--- src/rtl/ins_cache.sv ---
// ins_cache -- direct-mapped instruction cache with a fixed-latency refill.
//
// Address decode: iaddr[3:2] selects the 32-bit word inside a 128-bit line,
// the next log2(LINES) bits select the line, and the remaining upper bits
// form the tag. On a miss the FSM latches index and tag, then waits
// MISS_LATENCY cycles before writing imem_in into that line.
//
// Optional feature: define INS_CACHE_MISS_NOP_EN to force oins to zero
// (a NOP-like word) whenever ohit is low. Without the macro, oins always
// shows the selected word of the indexed line, stale or not.

module ins_cache #(
   parameter int LINES        = 16,
   parameter int MISS_LATENCY = 3
) (
   input  logic         clk,
   input  logic         rstn,
   input  logic [31:0]  iaddr,
   input  logic [127:0] imem_in,
   output logic         ohit,
   output logic [31:0]  oins
);

   localparam int IDX_W = $clog2(LINES);
   localparam int TAG_W = 32 - 4 - IDX_W;

   localparam logic [3:0] LAST_CNT = 4'(MISS_LATENCY - 1);

   localparam logic [0:0] ST_IDLE = 1'b0;
   localparam logic [0:0] ST_FILL = 1'b1;

   // Address fields
   logic [1:0]       offset;
   logic [IDX_W-1:0] index;
   logic [TAG_W-1:0] tag;

   assign offset = iaddr[3:2];
   assign index  = iaddr[4 +: IDX_W];
   assign tag    = iaddr[31 -: TAG_W];

   // Byte-lane bits carry no meaning for word fetches.
   logic unused_byte_bits;
   assign unused_byte_bits = ^iaddr[1:0];

   // Line storage
   logic [LINES-1:0]   valid_q;
   logic [TAG_W-1:0]   tag_q  [LINES];
   logic [127:0]       data_q [LINES];

   // Miss-handling state
   logic [0:0]       state_q, state_d;
   logic [3:0]       cnt_q, cnt_d;
   logic [IDX_W-1:0] fill_idx_q, fill_idx_d;
   logic [TAG_W-1:0] fill_tag_q, fill_tag_d;
   logic             fill_done;

   logic [127:0] sel_line;
   logic [31:0]  sel_word;

   // Lookup: hit detection and word select are purely combinational.
   always_comb begin
      sel_line = data_q[index];
      sel_word = sel_line[32*offset +: 32];
      ohit     = valid_q[index] && (tag_q[index] == tag);
`ifdef INS_CACHE_MISS_NOP_EN
      oins     = ohit ? sel_word : 32'h0000_0000;
`else
      oins     = sel_word;
`endif
   end

   assign fill_done = (state_q == ST_FILL) && (cnt_q == LAST_CNT);

   // Next-state logic for the miss FSM and its latched fill target.
   always_comb begin
      // NOTE: every output gets a default first so no path leaves a
      // variable unassigned, which would otherwise infer a latch.
      state_d    = state_q;
      cnt_d      = cnt_q;
      fill_idx_d = fill_idx_q;
      fill_tag_d = fill_tag_q;
      case (state_q)
         ST_IDLE: begin
            if (!ohit) begin
               state_d    = ST_FILL;
               cnt_d      = 4'd0;
               fill_idx_d = index;
               fill_tag_d = tag;
            end
         end
         ST_FILL: begin
            if (cnt_q == LAST_CNT) begin
               state_d = ST_IDLE;
               cnt_d   = 4'd0;
            end else begin
               cnt_d = cnt_q + 4'd1;
            end
         end
         default: begin
            state_d = ST_IDLE;
            cnt_d   = 4'd0;
         end
      endcase
   end

   // FSM, counter and fill-target registers.
   always_ff @(posedge clk or negedge rstn) begin
      if (!rstn) begin
         state_q    <= ST_IDLE;
         cnt_q      <= 4'd0;
         fill_idx_q <= '0;
         fill_tag_q <= '0;
      end else begin
         state_q    <= state_d;
         cnt_q      <= cnt_d;
         fill_idx_q <= fill_idx_d;
         fill_tag_q <= fill_tag_d;
      end
   end

   // Valid bits: cleared by reset, set when a fill completes.
   always_ff @(posedge clk or negedge rstn) begin
      if (!rstn) begin
         valid_q <= '0;
      end else if (fill_done) begin
         valid_q[fill_idx_q] <= 1'b1;
      end
   end

   // Tag and data arrays written on fill completion.
   // NOTE: these arrays are deliberately not reset; the cleared valid bits
   // already make their contents irrelevant, and an un-reset array maps to
   // plain RAM. A fill in progress cannot complete under reset because
   // state_q is forced to IDLE asynchronously.
   always_ff @(posedge clk) begin
      if (fill_done) begin
         tag_q[fill_idx_q]  <= fill_tag_q;
         data_q[fill_idx_q] <= imem_in;
      end
   end

endmodule

--- config.mk ---
export PLATFORM = sky130hd
export DESIGN_NAME = ins_cache
export DESIGN_NICKNAME = d
export VERILOG_FILES = /design/src/rtl/ins_cache.sv
export SDC_FILE = /design/constraint.sdc
export NUM_CORES = 2
export LEC_CHECK = 0
export CORE_MARGIN = 4
export CORE_UTILIZATION = 60
export CTS_CLUSTER_SIZE = 28
export DETAILED_ROUTE_END_ITERATION = 10
export PLACE_DENSITY = 0.78
export SLEW_MARGIN = 25
export SYNTH_ARGS = -nofsm -noshare
export SYNTH_HDL_FRONTEND = slang
export SYNTH_SLANG_ARGS = --single-unit
--- constraint.sdc ---
create_clock -name clk -period 22.6 [get_ports clk]
set_input_delay 4.52 -clock clk [delete_from_list [all_inputs] [get_ports clk]]
set_output_delay 4.52 -clock clk [all_outputs]
set_load 0.05 [all_outputs]
==> impl_metrics.toml <==
[status]
status = "complete, no violations"

[logic_synthesis]
yosys.area.top_type = "edfxtp_1"
avgSynthCellArea_um2 = 24.9
ys_seq_area_share_pct = 78.0
syn_area_um2 = 95200
synth_edf_count = 2432
synth_flop_cell = "edfxtp_1"
ys.warnings.count = 0
syn_nets = 3993
synth_top_area_share_pct = 76.7
yosysUniqueCellTypes = 66
ys_seq_elements = 2481
syn_inst = 3829
async_reset_ff_share_pct = 1.98
ys_top_cells_by_area = "edfxtp_1 77%, mux4_2 18%, dfrtp_1 1.3%"

[setup_path]
slowest_delay_ns = 0.76
cp.buffers_inverters = 6
cp_top_family = "buffers and inverters"
cp-end-kind = "primary output"
worstPathCellList = "buf_8 -> buf_12 -> buf_16 -> buf_4 -> buf_4 -> mux4_2 -> mux4_2 -> mux4_2 -> clkdlybuf4s50_1"
worstPathArrival_ns = 10.07
start_kind = "input port"
worstSetupPathType = "in -> out"
crit_top_cell = "mux4_2"
slowest_stage = "clkdlybuf4s50_1"
worstPathRequired_ns = 18.08
worstPathMaxFanout = 69

[clock_network]
cts-root-buf = "clkbuf_16"
path_clk_slew_ns = 0.07
max-clock-path-buffers = 3
cts_made_buffers = 227
clkSinkCount = 2481
clock_latency_ns = 0.85
cts_setup_buffers = 0
htree_levels = 4
cts_tree = "done"
cts-resized-gates = 0
cts_hold_buffers = 0

[global_route]
grt-ovfl-total = 0
grt_use_met3_pct = 6.77
globalRouteTotalUtil_pct = 29.7
grt_pass1_wl_um = 347000
use_met2_pct = 47.7
top_usage_layer = "met2"
met1_usage_pct = 41.3
antenna_found_initial = 44
grt_pass1_vias = 46900
grt_start_max_net_pins = 142

[die]
start_util_pct = 60.7
num_rows = 145
die_height_um = 406
die_w_um = 406
die_area_um2 = 165000
coreArea_um2 = 157000
ios = 195

[routing]
viasPerCell = 7.05
drt_iter0_drc = 7406
drt-pass1-iter-count = 6
drc_errors = 0
post_drt_wl_per_cell_um = 37.5
vias = 45200
postRouteAntennaNets = 0
routed_wl_um = 240000

[place]
dp_hpwl_um = 110000
port-buffer-count = 192
routabilityCongestion = 0.812

[cells_and_area]
final_util_pct = 68.2
area_delta_synth_final_pct = 12.4
drive_above_1_share_pct = 28.7
nets = 4304

[timing]
max_slew_margin_pct = 25.1
hold_violations = 0
period_minus_slack_ns = 14.59
tightest_slew_ns = 1.12
finClkSkew_ns = 0.0317
period_share_pct = 64.6
finalSetupViolations = 0
tns_ns = 0
rsz0062_at_grt = "false"
maxSlewViolCount = 0
fmax_ghz = 0.0685

[pwr]
vdd_drop_max_v = 0.0000664
p_total_w = 0.0104
power_density_nw_per_um2 = 96.9
p_leak_nw = 33.3

[min_path]
hp-class = "reg -> reg"

[flow_run]
maxCapViolCount = 0
path summary, 6_finish.rpt:
check                                        startpoint                    endpoint  slack (ns)  depth (start not counted)
worst min register to register  valid_q[12]$_DFFE_PN0P_     valid_q[12]$_DFFE_PN0P_        0.48                          1
max in group asynchronous                          rstn      valid_q[4]$_DFFE_PN0P_       18.14                          2
worst max-delay path                           iaddr[4]                    oins[15]        8.01                          9
worst max register to register     cnt_q[0]$_DFFE_PN0P_     data_q[5][76]$_DFFE_PP_       17.06                         11
worst min-delay path            valid_q[12]$_DFFE_PN0P_     valid_q[12]$_DFFE_PN0P_        0.48                          1
min in group asynchronous                          rstn  fill_tag_q[22]$_DFFE_PN0P_        3.83                          2
cells by family after synthesis:
logic type | after synthesis | synth area share, %
DFF | 2481 | 78.0
xor gates and xnor gates | 27 | 0.248
AOI/OAI and AO/OA | 96 | 0.743
and+or+nand+nor | 161 | 0.911
muxes | 854 | 19.0
adders and majority gates | 2 | 0.0263
buffers and inverters | 208 | 1.09
routing by layer:
metal	up-vias	part of all wire, %	routed length (um)
met3	512	11	27000
met2	3448	50	120000
met4	20	3.4	8280
met1	24000	35	84600
met5	-	0.056	134
li1	17300	-	-
placed cells by master (no fill, tap or decap), types with 11 or more instances in the layout:
master,Yosys,final
clkinvlp_4,0,11
mux2i_1,67,67
clkbuf_1,61,46
xnor2_1,24,24
o21ai_0,14,14
buf_4,17,75
mux4_2,752,752
bufinv_16,0,21
mux2_2,15,15
edfxtp_1,2432,2432
or2_2,17,17
clkbuf_16,0,233
diode_2,0,30
clkinv_1,1,50
nand2_1,42,42
clkinv_2,0,40
nor2_1,29,17
nor2_4,0,12
mux2_4,20,20
clkdlybuf4s50_1,0,185
nand3_1,12,12
dfrtp_1,49,49
state kept, by name, indices dropped and copies added, names as in the netlist:
name and count:
tag_q 384, valid_q 16, cnt_q 4, state_q 1, fill_tag_q 24, data_q 2048
fill_idx_q 4
cells in the mapped netlist, types with 6 or more instances:
cell and number:
a211oi_1 10, a21oi_1 9, a22oi_1 8, a31oi_1 10, buf_1 19, buf_2 88, buf_4 17, buf_6 11
clkbuf_1 61, dfrtp_1 49, edfxtp_1 2432, inv_1 10, mux2_2 15, mux2_4 20, mux2i_1 67, mux4_2 752
nand2_1 42, nand2b_1 8, nand3_1 12, nand4_1 7, nor2_1 29, nor2b_1 10, nor3_1 6, o211ai_1 8
o21ai_0 14, or2_2 17, xnor2_1 24
through the flow:
step	hold WS (ns)	area [um2]	setup WS, ns	instances
floorplan	0.433	95200	9.71	3829
global placement	0.446	99500	8.04	5966
detailed placement	0.451	99500	8.03	5966
CTS	0.470	107000	7.97	6384
global route	0.489	107000	7.59	6401
finish	0.477	107000	8.01	6417
final cells by class:
class | instances | area [um2]
tap | 2058 | 2570
clock inverter | 135 | 1260
sequential | 2481 | 74300
fill | 8614 | 49900
antenna | 30 | 75.1
timing repair buffer | 278 | 2720
inverter | 12 | 47.5
clock buffer | 283 | 6060
multi-input combinational | 1140 | 20000
report_power, final:
part	leakage [nW]	internal [W]	switching, W
clock	3.57	0.00214	0.00168
combinational	7.31	0.000371	0.000505
sequential	22.4	0.00548	0.000202
(Power assumes the default switching activity.)
